$ cat src/rtl/sigma_pkg.sv
// rtl/sigma_pkg.sv - shared ALU op-codes, funct fields and MDU state type
// Purpose: constants and types shared by the execute-stage sequencer and its MDU datapath.
package sigma_pkg;

  // Operation class from main control
  localparam logic [1:0] ALU_OP_TYPE_R_I = 2'b00;
  localparam logic [1:0] ALU_OP_TYPE_LSU = 2'b01;
  localparam logic [1:0] ALU_OP_TYPE_LUI = 2'b10;

  // ALU op-codes
  localparam logic [3:0] ALU_ADD    = 4'd0;
  localparam logic [3:0] ALU_SUB    = 4'd1;
  localparam logic [3:0] ALU_SLL    = 4'd2;
  localparam logic [3:0] ALU_SLT    = 4'd3;
  localparam logic [3:0] ALU_SLTU   = 4'd4;
  localparam logic [3:0] ALU_XOR    = 4'd5;
  localparam logic [3:0] ALU_SRL    = 4'd6;
  localparam logic [3:0] ALU_SRA    = 4'd7;
  localparam logic [3:0] ALU_OR     = 4'd8;
  localparam logic [3:0] ALU_AND    = 4'd9;
  localparam logic [3:0] ALU_COPY_B = 4'd10;

  // RV32M encodings
  localparam logic [6:0] FUNCT7_MULDIV = 7'b0000001;
  localparam logic [2:0] FUNCT3_MUL    = 3'b000;
  localparam logic [2:0] FUNCT3_MULH   = 3'b001;
  localparam logic [2:0] FUNCT3_MULHSU = 3'b010;
  localparam logic [2:0] FUNCT3_MULHU  = 3'b011;
  localparam logic [2:0] FUNCT3_DIV    = 3'b100;
  localparam logic [2:0] FUNCT3_DIVU   = 3'b101;
  localparam logic [2:0] FUNCT3_REM    = 3'b110;
  localparam logic [2:0] FUNCT3_REMU   = 3'b111;

  typedef enum logic [1:0] {
    MDU_IDLE = 2'd0,
    MDU_MUL  = 2'd1,
    MDU_DIV  = 2'd2,
    MDU_DONE = 2'd3
  } mdu_state_t;

endpackage

$ cat src/rtl/mdu_iter_core.sv
// rtl/mdu_iter_core.sv - one-bit-per-cycle unsigned shift-add multiply / restoring divide datapath
// Purpose: iterates on unsigned operand magnitudes; signs are handled by the caller.
// Ports:
//   clk, rst_n  clock, asynchronous active-low reset
//   i_load      capture i_a (multiplier / dividend) and i_b (multiplicand / divisor), clear hi
//   i_step      advance one iteration
//   i_is_div    1 = restoring-divide step, 0 = shift-add multiply step
//   o_hi, o_lo  multiply: {o_hi,o_lo} = product; divide: o_hi = remainder, o_lo = quotient
module mdu_iter_core #(
  parameter int XLEN = 32
) (
  input  logic            clk,
  input  logic            rst_n,
  input  logic            i_load,
  input  logic            i_step,
  input  logic            i_is_div,
  input  logic [XLEN-1:0] i_a,
  input  logic [XLEN-1:0] i_b,
  output logic [XLEN-1:0] o_hi,
  output logic [XLEN-1:0] o_lo
);

  logic [XLEN-1:0] r_hi;
  logic [XLEN-1:0] r_lo;
  logic [XLEN-1:0] r_b;

  logic [XLEN:0]   w_sum;
  logic [XLEN:0]   w_rem_sh;
  logic [XLEN:0]   w_diff;

  // The partial remainder is always below the divisor, so the shifted value is
  // below 2*divisor and XLEN+1 bits hold both it and the trial difference; the
  // top bit of the difference is set exactly when the subtraction borrows.
  always_comb begin
    w_sum    = {1'b0, r_hi} + {1'b0, r_b};
    w_rem_sh = {r_hi, r_lo[XLEN-1]};
    w_diff   = w_rem_sh - {1'b0, r_b};
  end

  always_ff @(posedge clk or negedge rst_n) begin
    if (!rst_n) begin
      r_hi <= '0;
      r_lo <= '0;
      r_b  <= '0;
    end else if (i_load) begin
      r_hi <= '0;
      r_lo <= i_a;
      r_b  <= i_b;
    end else if (i_step) begin
      if (i_is_div) begin
        if (!w_diff[XLEN]) begin
          r_hi <= w_diff[XLEN-1:0];
          r_lo <= {r_lo[XLEN-2:0], 1'b1};
        end else begin
          r_hi <= w_rem_sh[XLEN-1:0];
          r_lo <= {r_lo[XLEN-2:0], 1'b0};
        end
      end else if (r_lo[0]) begin
        r_hi <= w_sum[XLEN:1];
        r_lo <= {w_sum[0], r_lo[XLEN-1:1]};
      end else begin
        r_hi <= {1'b0, r_hi[XLEN-1:1]};
        r_lo <= {r_hi[0], r_lo[XLEN-1:1]};
      end
    end
  end

  assign o_hi = r_hi;
  assign o_lo = r_lo;

endmodule

$ cat src/rtl/alu_mdu_sequencer.sv
// rtl/alu_mdu_sequencer.sv - execute-stage ALU decode plus iterative RV32M sequencer
// Purpose: decodes the ALU op-code, issues M-ops to the iterative engine, stalls the
// pipeline while one is in flight and returns the result with a one-cycle pulse.
// Ports:
//   clk, rst_n                      clock, asynchronous active-low reset
//   alu_op_type_in, is_rtype_in,
//   funct3_in, funct7_in            instruction decode fields
//   alu_op_out, mdu_sel_out         combinational decode results
//   valid_in / ready_out            M-op issue handshake
//   rs1_in, rs2_in                  operands, sampled on the accepting edge
//   flush_in                        abort the in-flight M-op
//   busy_out                        stall request
//   result_out, result_valid_out    M-op result and completion pulse
module alu_mdu_sequencer
  import sigma_pkg::*;
#(
  parameter int XLEN     = 32,
  parameter int ENABLE_M = 1
) (
  input  logic            clk,
  input  logic            rst_n,
  input  logic [1:0]      alu_op_type_in,
  input  logic            is_rtype_in,
  input  logic [2:0]      funct3_in,
  input  logic [6:0]      funct7_in,
  output logic [3:0]      alu_op_out,
  output logic            mdu_sel_out,
  input  logic            valid_in,
  output logic            ready_out,
  input  logic [XLEN-1:0] rs1_in,
  input  logic [XLEN-1:0] rs2_in,
  input  logic            flush_in,
  output logic            busy_out,
  output logic [XLEN-1:0] result_out,
  output logic            result_valid_out
);

  localparam int              CW    = $clog2(XLEN);
  localparam logic [CW-1:0]   LAST  = CW'(XLEN - 1);
  localparam logic [XLEN-1:0] W_MIN = {1'b1, {(XLEN-1){1'b0}}};

  mdu_state_t      r_state;
  logic [CW-1:0]   r_count;
  logic [2:0]      r_f3;
  logic            r_neg_q;
  logic            r_neg_r;
  logic            r_special;
  logic [XLEN-1:0] r_special_val;
  logic [XLEN-1:0] r_result;
  logic            r_result_valid;

  logic            w_mdu_sel;
  logic [3:0]      w_alu_op;
  logic            w_accept;
  logic            w_a_signed;
  logic            w_b_signed;
  logic            w_a_neg;
  logic            w_b_neg;
  logic [XLEN-1:0] w_a_mag;
  logic [XLEN-1:0] w_b_mag;
  logic            w_is_div;
  logic            w_div0;
  logic            w_ovf;
  logic [XLEN-1:0] w_spec_val;
  logic            w_step;
  logic [XLEN-1:0] w_hi;
  logic [XLEN-1:0] w_lo;
  logic [2*XLEN-1:0] w_prod;
  logic [2*XLEN-1:0] w_prod_s;
  logic [XLEN-1:0] w_quo;
  logic [XLEN-1:0] w_rem;
  logic [XLEN-1:0] w_fix;

  // Decode
  always_comb begin
    w_mdu_sel = (ENABLE_M != 0) && (alu_op_type_in == ALU_OP_TYPE_R_I) &&
                is_rtype_in && (funct7_in == FUNCT7_MULDIV);
    w_alu_op  = ALU_ADD;
    case (alu_op_type_in)
      ALU_OP_TYPE_R_I: begin
        if (!w_mdu_sel) begin
          case (funct3_in)
            3'b000:  w_alu_op = (is_rtype_in && funct7_in[5]) ? ALU_SUB : ALU_ADD;
            3'b001:  w_alu_op = ALU_SLL;
            3'b010:  w_alu_op = ALU_SLT;
            3'b011:  w_alu_op = ALU_SLTU;
            3'b100:  w_alu_op = ALU_XOR;
            3'b101:  w_alu_op = funct7_in[5] ? ALU_SRA : ALU_SRL;
            3'b110:  w_alu_op = ALU_OR;
            default: w_alu_op = ALU_AND;
          endcase
        end
      end
      ALU_OP_TYPE_LUI: w_alu_op = ALU_COPY_B;
      default:         w_alu_op = ALU_ADD;
    endcase
  end

  assign alu_op_out  = w_alu_op;
  assign mdu_sel_out = w_mdu_sel;

  // Flush wins over a same-cycle accept.
  assign w_accept = valid_in && w_mdu_sel && (r_state == MDU_IDLE) && !flush_in;

  // Operand conditioning on the accepting edge
  always_comb begin
    w_a_signed = (funct3_in == FUNCT3_MUL) || (funct3_in == FUNCT3_MULH) ||
                 (funct3_in == FUNCT3_MULHSU) || (funct3_in == FUNCT3_DIV) ||
                 (funct3_in == FUNCT3_REM);
    w_b_signed = (funct3_in == FUNCT3_MUL) || (funct3_in == FUNCT3_MULH) ||
                 (funct3_in == FUNCT3_DIV) || (funct3_in == FUNCT3_REM);
    w_a_neg    = w_a_signed && rs1_in[XLEN-1];
    w_b_neg    = w_b_signed && rs2_in[XLEN-1];
    w_a_mag    = w_a_neg ? -rs1_in : rs1_in;
    w_b_mag    = w_b_neg ? -rs2_in : rs2_in;
    w_is_div   = funct3_in[2];
    w_div0     = w_is_div && (rs2_in == '0);
    w_ovf      = ((funct3_in == FUNCT3_DIV) || (funct3_in == FUNCT3_REM)) &&
                 (rs1_in == W_MIN) && (rs2_in == '1);
    // funct3[1] separates REM* from DIV*
    if (w_div0) w_spec_val = funct3_in[1] ? rs1_in : '1;
    else        w_spec_val = funct3_in[1] ? '0 : W_MIN;
  end

  assign w_step = ((r_state == MDU_MUL) || (r_state == MDU_DIV)) && !flush_in;

  mdu_iter_core #(.XLEN(XLEN)) u_core (
    .clk      (clk),
    .rst_n    (rst_n),
    .i_load   (w_accept),
    .i_step   (w_step),
    .i_is_div (r_state == MDU_DIV),
    .i_a      (w_a_mag),
    .i_b      (w_b_mag),
    .o_hi     (w_hi),
    .o_lo     (w_lo)
  );

  // Sign fixup and result selection, registered in DONE
  always_comb begin
    w_prod   = {w_hi, w_lo};
    w_prod_s = r_neg_q ? -w_prod : w_prod;
    w_quo    = r_neg_q ? -w_lo : w_lo;
    w_rem    = r_neg_r ? -w_hi : w_hi;
    case (r_f3)
      FUNCT3_MUL:                              w_fix = w_prod_s[XLEN-1:0];
      FUNCT3_MULH, FUNCT3_MULHSU, FUNCT3_MULHU: w_fix = w_prod_s[2*XLEN-1:XLEN];
      FUNCT3_DIV, FUNCT3_DIVU:                 w_fix = w_quo;
      default:                                 w_fix = w_rem;
    endcase
    if (r_special) w_fix = r_special_val;
  end

  always_ff @(posedge clk or negedge rst_n) begin
    if (!rst_n) begin
      r_state        <= MDU_IDLE;
      r_count        <= '0;
      r_f3           <= '0;
      r_neg_q        <= 1'b0;
      r_neg_r        <= 1'b0;
      r_special      <= 1'b0;
      r_special_val  <= '0;
      r_result       <= '0;
      r_result_valid <= 1'b0;
    end else begin
      r_result_valid <= 1'b0;
      case (r_state)
        MDU_IDLE: begin
          if (w_accept) begin
            r_f3          <= funct3_in;
            r_neg_q       <= w_a_neg ^ w_b_neg;
            r_neg_r       <= w_a_neg;
            r_count       <= '0;
            r_special     <= w_div0 || w_ovf;
            r_special_val <= w_spec_val;
            if (w_div0 || w_ovf) r_state <= MDU_DONE;
            else                 r_state <= w_is_div ? MDU_DIV : MDU_MUL;
          end
        end
        MDU_MUL, MDU_DIV: begin
          if (flush_in) begin
            r_state <= MDU_IDLE;
          end else begin
            r_count <= r_count + CW'(1);
            if (r_count == LAST) r_state <= MDU_DONE;
          end
        end
        MDU_DONE: begin
          if (!flush_in) begin
            r_result       <= w_fix;
            r_result_valid <= 1'b1;
          end
          r_state <= MDU_IDLE;
        end
        default: r_state <= MDU_IDLE;
      endcase
    end
  end

  assign ready_out        = (r_state == MDU_IDLE);
  assign busy_out         = (r_state != MDU_IDLE) || (valid_in && w_mdu_sel);
  assign result_out       = r_result;
  assign result_valid_out = r_result_valid;

endmodule

$ cat config.mk
export PLATFORM = sky130hd
export DESIGN_NAME = alu_mdu_sequencer
export DESIGN_NICKNAME = d
export VERILOG_FILES = /design/src/rtl/sigma_pkg.sv /design/src/rtl/mdu_iter_core.sv /design/src/rtl/alu_mdu_sequencer.sv
export SDC_FILE = /design/constraint.sdc
export NUM_CORES = 1
export LEC_CHECK = 0
export ABC_CLOCK_PERIOD_IN_PS = 6320
export CORE_MARGIN = 2
export CORE_UTILIZATION = 55
export CTS_CLUSTER_SIZE = 10
export DETAILED_ROUTE_END_ITERATION = 10
export DONT_BUFFER_PORTS = 1
export GPL_TIMING_DRIVEN = 0
export PLACE_DENSITY = 0.79
export SLEW_MARGIN = 10
export SYNTH_ARGS = -nofsm -noshare
export SYNTH_HDL_FRONTEND = slang
export SYNTH_HIERARCHICAL = 1
export SYNTH_SLANG_ARGS = --single-unit
$ cat constraint.sdc
create_clock -name clk -period 6.32 [get_ports clk]
set_clock_uncertainty 0.05 [all_clocks]
set_input_delay 0.948 -clock clk [delete_from_list [all_inputs] [get_ports clk]]
set_output_delay 0.948 -clock clk [all_outputs]
set_load 0.03 [all_outputs]
==> results.py, run 1 <==
metrics = {
    "status": {
        "status": "completed",
    },
    "global_route": {
        "grt_pass1_vias": 16400,
        "overflow": 0,
        "grt_max_degree": 175,
        "grt_first_pass_wirelength_um": 102000,
        "antenna_found_initial": 1,
        "grt_usage_pct": 43.9,
    },
    "die": {
        "die-area_mm2": 0.0313,
        "ios": 121,
        "initial_core_util_pct": 55.7,
        "rows": 63,
        "dieHeight_um": 177,
        "die_w_um": 177,
        "core-area_mm2": 0.0296,
    },
    "cts": {
        "cts-root-buf": "clkbuf_16",
        "cts_buffer_depth": 2,
        "cts_buffers": 17,
        "clk_latency_ps": 470,
        "cts.htree.levels": 4,
        "clkTransAtPathRegs_ps": 90,
        "cts_hold_buf": 0,
        "cts_sinks": 174,
        "cts_resized": 0,
        "cts_setup_buffers": 0,
        "cts_tree": "done",
    },
    "synthesis": {
        "synth_edf_count": 0,
        "yosysMostFrequentCell": "nand2_1",
        "yosysTopAreaCell": "dfrtp_1",
        "synth_mux_area_share_pct": 3.98,
        "synth_top_flop_cell": "dfrtp_1",
        "synth_adder_area_share_pct": 5.94,
        "synth_nets": 2296,
        "async_reset_ff_share_pct": 100,
        "synthSimpleGateAreaFrac_pct": 22.2,
        "ys_seq_elements": 174,
        "synth_cells": 2138,
        "syn_area_per_cell_um2": 7.70,
        "synthTopCellsByArea": "dfrtp_1, nand2_1, ha_1, o21ai_0, a21oi_1",
        "yosys_warnings": 6,
        "syn-cell-area_mm2": 0.0165,
        "synth-compound-area-share_pct": 27.2,
        "synth_xor_xnor_area_share_pct": 8.78,
        "ys_types": 88,
        "synth_top_family_by_area": "compound AO/OA/AOI/OAI gates",
        "ys_seq_area_share_pct": 26.4,
        "synth_top_area_share_pct": 26.4,
        "synth_common_cells": "nand2_1, o21ai_0, a21oi_1",
    },
    "sta": {
        "worst_pin_slew_ps": 1300,
        "period_share_pct": 67.7,
        "hold_slack_ps": 113,
        "hold_violations": 0,
        "relSlewSlack_pct": 12.7,
        "fin_crit_ps": 4280,
        "drv_slew": 0,
        "tns_ps": 0,
        "setup_violations": 0,
        "rsz0062_at_grt": "no",
        "fmaxAchievable_mhz": 234,
    },
    "layout": {
        "drive_gt1_share_pct": 5.07,
        "area_growth_pct": 6.55,
        "nNetsFinal": 2315,
    },
    "worst_setup_path": {
        "crit_path_end_kind": "register",
        "crit_required_ps": 6570,
        "crit_arrival_ps": 4530,
        "path_class": "reg -> reg",
        "cp-start-kind": "register",
        "cp_max_fo": 10,
        "ff2ff_setup_slack_ps": 2040,
    },
    "job": {
        "maxCapViolations": 0,
    },
    "min_path": {
        "hold_path.class": "in -> async",
    },
    "placement": {
        "gp_congestion": 1.03,
        "portBuffers": 0,
        "dp_hpwl_um": 53500,
    },
    "detailed_routing": {
        "dr.pass1.iters": 7,
        "drc": 0,
        "first_iter_violations": 2515,
        "vias": 17900,
        "via_per_inst": 7.00,
        "wire_per_inst_um": 27.2,
        "antenna_left": 0,
        "finalWirelength_um": 69600,
    },
    "power_and_ir_drop": {
        "peakVddDrop_v": 0.000248,
        "leakage_nw": 7.27,
        "powerDensity_mw_per_mm2": 441,
    },
}
[cell families (layout without fill, tap and decap cells)]
kind of cell    count (synthesis)  after routing
simple gates                  752            752
compound gates                695            695
buf+inv                       211            243
flops                         174            174
xor+xnor                      165            165
fa+ha+maj                      77             77
mux                            64             64
other cells                     0              1
[routing by layer]
layer	share of wire, %	up-vias	global-route usage, %	wire (um)
met2	41	1213	62.4	28400
li1	-	7875	-	-
met3	14	210	15.4	9620
met4	3.8	0	16.1	2670
met1	42	8634	61.0	28900
met5	0	-	0	0
[path summary, 6_finish.rpt]
kind | cells past startpoint | startpoint | endpoint
max reg2reg | 12 | u_core/o_lo[31] | u_core/o_lo[0]
min in group clk | 2 | r_special_val[9] | r_special_val[9]
max in group asynchronous | 0 | rst_n | u_core/r_b[28]
min | 0 | rst_n | result_out[6]
max | 12 | u_core/o_lo[31] | u_core/o_lo[0]
min reg2reg | 2 | r_special_val[9] | r_special_val[9]
[power by group]
part | total (mW) | internal [mW] | switching (mW)
clock network | 1.09 | 0.531 | 0.557
logic | 4.69 | 1.67 | 3.01
registers | 1.95 | 1.32 | 0.633
total | 7.73 | 3.52 | 4.20
[critical path, cell delays in order, from the launching register on]
cell      delay (ps)
dfrtp_1          590
inv_1             80
ha_1             250
fa_1             390
and2b_1          270
o31ai_1          120
a211oi_1         530
o211ai_1         260
a211o_1          350
nand3_1          240
buf_2            360
a211oi_1         130
o31ai_1          480
[flip-flops by register name, summed over array words and instances (netlist names)]
name / cells
r_count: 5
r_f3: 3
r_neg_q: 1
r_neg_r: 1
r_special: 1
r_special_val: 32
r_state: 2
result_out: 32
result_valid_out: 1
u_core/o_hi: 32
u_core/o_lo: 32
u_core/r_b: 32
[layout by cell type, fill, tap and decap left out, types with 19 or more instances in the layout]
cell / instances
mux2i_1: 52
a21oi_1: 182
a21o_1: 34
o221ai_1: 19
nand3_1: 39
nand4_1: 25
or3_1: 38
nor2b_1: 37
nor4_1: 24
dfrtp_1: 174
xor2_1: 70
xnor2_1: 95
clkbuf_1: 102
a31oi_1: 19
and3_1: 32
ha_1: 75
nand2_1: 258
o21ai_0: 185
o31ai_1: 58
a211oi_1: 20
inv_1: 76
nor2_1: 168
nor3_1: 50
[cell type report]
type / instances / area (um^2)
clock buffers: 17 / 425
inverters: 79 / 297
well taps: 390 / 488
clock inverters: 15 / 163
diodes: 1 / 2.50
multi-input cells: 1753 / 11200
flip-flops and latches: 174 / 4350
plain buffers: 132 / 593
fillers: 2741 / 12000
[through the flow]
| step | instances | power, mW | utilization (%) | instance area, um^2 | worst slack (ps) |
|---|---|---|---|---|---|
| after floorplan | 2138 | 4.96 | - | 16500 | 2940 |
| after global placement | 2528 | 6.32 | 57.3 | 17000 | 2200 |
| after detailed placement | 2528 | 6.39 | 57.3 | 17000 | 2200 |
| after CTS | 2560 | 7.49 | 59.3 | 17500 | 2230 |
| final | 2561 | 7.73 | 59.3 | 17500 | 2040 |
| after global routing | 2560 | 8.05 | 59.3 | 17500 | 1960 |
(Power assumes the default switching activity.)
==> run 2, diff against run 1 <==
Settings changed: ABC_AREA from default to 1, ABC_CLOCK_PERIOD_IN_PS 6320 to 4000.
Clock period 6.32 ns to 4 ns, I/O delays scaled along.
==> results.py, run 2 <==
metrics = {
    "worst_setup_path": {
        "r2r-start": "r_state[0]",
        "cp-start-kind": "register",
        "slowest_stage": "clkbuf_1",
        "cp_max_fo": 10,
        "crit_path_end_kind": "register",
        "crit_required_ps": 4310,
        "path_cells": "inv_1 > ha_1 > inv_1 > nor3_2 > buf_2 > clkbuf_1 > clkbuf_1 > nand2_1 > o221ai_1",
        "path_class": "reg -> reg",
        "ff2ff_setup_slack_ps": 190,
        "max_stage_delay_ps": 650,
        "reg2reg_to": "u_core/o_lo[21]",
        "reg2reg_depth": 9,
        "crit_arrival_ps": 4110,
    },
    "power_and_ir_drop": {
        "powerDensity_mw_per_mm2": 654,
        "switching_power_mw": 7.59,
        "power.total_mw": 13.1,
        "swShare_pct": 57.8,
        "combPwrFrac_pct": 59.6,
        "power.internal_mw": 5.55,
        "seqPwrFrac_pct": 27.8,
        "clkPwrFrac_pct": 12.6,
        "leakage_nw": 10.6,
        "peakVddDrop_v": 0.000448,
    },
    "detailed_routing": {
        "finalWirelength_um": 78300,
        "first_iter_violations": 3073,
        "route.layer.met1.wl_um": 31900,
        "routed.top_layer": "met5",
        "vias": 22300,
        "wl_met3_um": 11800,
        "dr_wl_met2_um": 31400,
        "via_per_inst": 5.98,
        "dr.pass1.iters": 6,
        "antenna_left": 0,
        "drc": 0,
        "wire_per_inst_um": 21.0,
    },
    "synthesis": {
        "synthSimpleGateAreaFrac_pct": 41.4,
        "synth-compound-area-share_pct": 14.9,
        "synth_xor_xnor_area_share_pct": 3.83,
        "synth_top_area_share_pct": 23.0,
        "yosys_warnings": 6,
        "synth_cells": 3248,
        "synth_mux_area_share_pct": 0.119,
        "synth_top_flop_cell": "dfrtp_1",
        "async_reset_ff_share_pct": 100,
        "syn-cell-area_mm2": 0.0190,
        "ys_seq_elements": 174,
        "ys_types": 59,
        "synthTopCellsByArea": "dfrtp_1, nand2_1, inv_1, nor2_1, nand3_1",
        "synth_adder_area_share_pct": 5.16,
        "yosysMostFrequentCell": "nand2_1",
        "synth_edf_count": 0,
        "ys_seq_area_share_pct": 23.0,
        "synth_top_family_by_area": "simple AND/OR/NAND/NOR gates",
        "yosysTopAreaCell": "dfrtp_1",
        "synth_common_cells": "nand2_1, inv_1, nor2_1",
        "syn_area_per_cell_um2": 5.84,
        "synth_nets": 3406,
    },
    "placement": {
        "post_dp_cell_area_mm2": 0.0195,
        "dp_hpwl_um": 63400,
        "gp_congestion": 1.04,
        "portBuffers": 0,
    },
    "layout": {
        "area_growth_pct": 5.94,
        "drive_gt1_share_pct": 5.28,
        "final_common_cell": "nand2_1",
        "nNetsFinal": 3425,
        "post-route-cell-area_mm2": 0.0201,
        "antenna-diode-count": 0,
        "layout_common_cells": "nand2_1, inv_1, nor2_1",
    },
    "job": {
        "maxCapViolations": 0,
    },
    "die": {
        "core-area_mm2": 0.0337,
        "rows": 67,
        "die_w_um": 190,
        "ios": 121,
        "dieHeight_um": 190,
        "die-area_mm2": 0.0360,
        "initial_core_util_pct": 56.3,
    },
    "sta": {
        "period_share_pct": 95.1,
        "worst_pin_slew_ps": 903,
        "rsz0062_at_grt": "no",
        "drv_slew": 0,
        "hold_violations": 174,
        "fmaxAchievable_mhz": 263,
        "fin_crit_ps": 3810,
        "setup_violations": 0,
        "hold_slack_ps": -192,
        "relSlewSlack_pct": 39.8,
    },
    "cts": {
        "cts_setup_buffers": 0,
        "cts-root-buf": "clkbuf_16",
        "clk_latency_ps": 440,
        "cts_tree": "done",
        "cts.htree.levels": 4,
        "cts_sinks": 174,
        "cts_buffer_depth": 2,
        "cts_buffers": 17,
        "clkTransAtPathRegs_ps": 70,
    },
    "global_route": {
        "grt_usage_pct": 43.5,
        "overflow": 0,
        "grt_first_pass_wirelength_um": 119000,
        "grt_pass1_vias": 21000,
        "grt_max_degree": 175,
        "antenna_found_initial": 1,
    },
    "status": {
        "status": "finished with violations",
        "violations": "negative hold slack",
    },
    "min_path": {
        "hold_path.class": "in -> async",
    },
}
-- run 2: cell families (layout without fill, tap and decap cells) --
kind of cell,count (synthesis),in the layout
mux,2,2
compound gates,499,499
xor+xnor,83,83
simple gates,1852,1852
flops,174,174
buf+inv,561,592
fa+ha+maj,77,77
-- run 2: final cells by class --
class	instances	area [um^2]
Inverter	455	1710
Tap cell	448	561
Fill cell	3410	13600
Clock inverter	12	128
Sequential cell	174	4350
Multi-Input combinational cell	2513	12400
Buffer	106	504
Clock buffer	19	433
-- run 2: power groups by stage --
stage | logic (mW) | registers (mW) | clock network (mW)
finish | 7.83 | 3.66 | 1.65
CTS | 7.52 | 3.55 | 1.66
global placement | 7.29 | 3.57 | 0
detailed placement | 7.45 | 3.58 | 0
global route | 8.62 | 3.65 | 1.72
floorplan | 5.56 | 3.04 | 0
-- run 2: how the worst max path moves through the flow --
stage,start,to,slack (ps)
5_1_grt,r_state[0],u_core/o_lo[21],20
3_5_place_dp,funct7_in[0],u_core/o_lo[21],-420
4_1_cts,funct7_in[0],u_core/o_lo[21],40
6_report,r_state[0],u_core/o_lo[21],190
2_1_floorplan,funct7_in[0],u_core/o_lo[30],800
3_3_place_gp,funct7_in[0],u_core/o_lo[21],-350
-- run 2: critical path: cells and delay by family (launching register included) --
family	cells	cell delay [ps]
fa+ha+maj	1	490
simple gates	2	720
flops	1	380
compound gates	1	140
buf+inv	5	1910
-- run 2: metal layers --
metal | up-vias | track usage (%)
met5 | - | 0
met4 | 2 | 16.0
met3 | 235 | 16.9
met2 | 1375 | 63.0
met1 | 10200 | 58.7
li1 | 10400 | -
-- run 2: repair_timing --
item | in CTS | in global routing
endpoints found under the hold margin | 174 | 174
setup endpoints to repair | 0 | 40
gates resized for setup | 0 | 1
-- run 2: through the flow --
stage                     setup TNS (ps)  std cells  utilization (%)  worst slack (ps)
after floorplan                        0       3248                -               803
after global placement             -8300       3696             57.9              -351
after detailed placement          -11900       3696             57.9              -418
after CTS                              0       3727             59.6              36.6
after global routing                   0       3727             59.6              20.8
final                                  0       3727             59.6               194
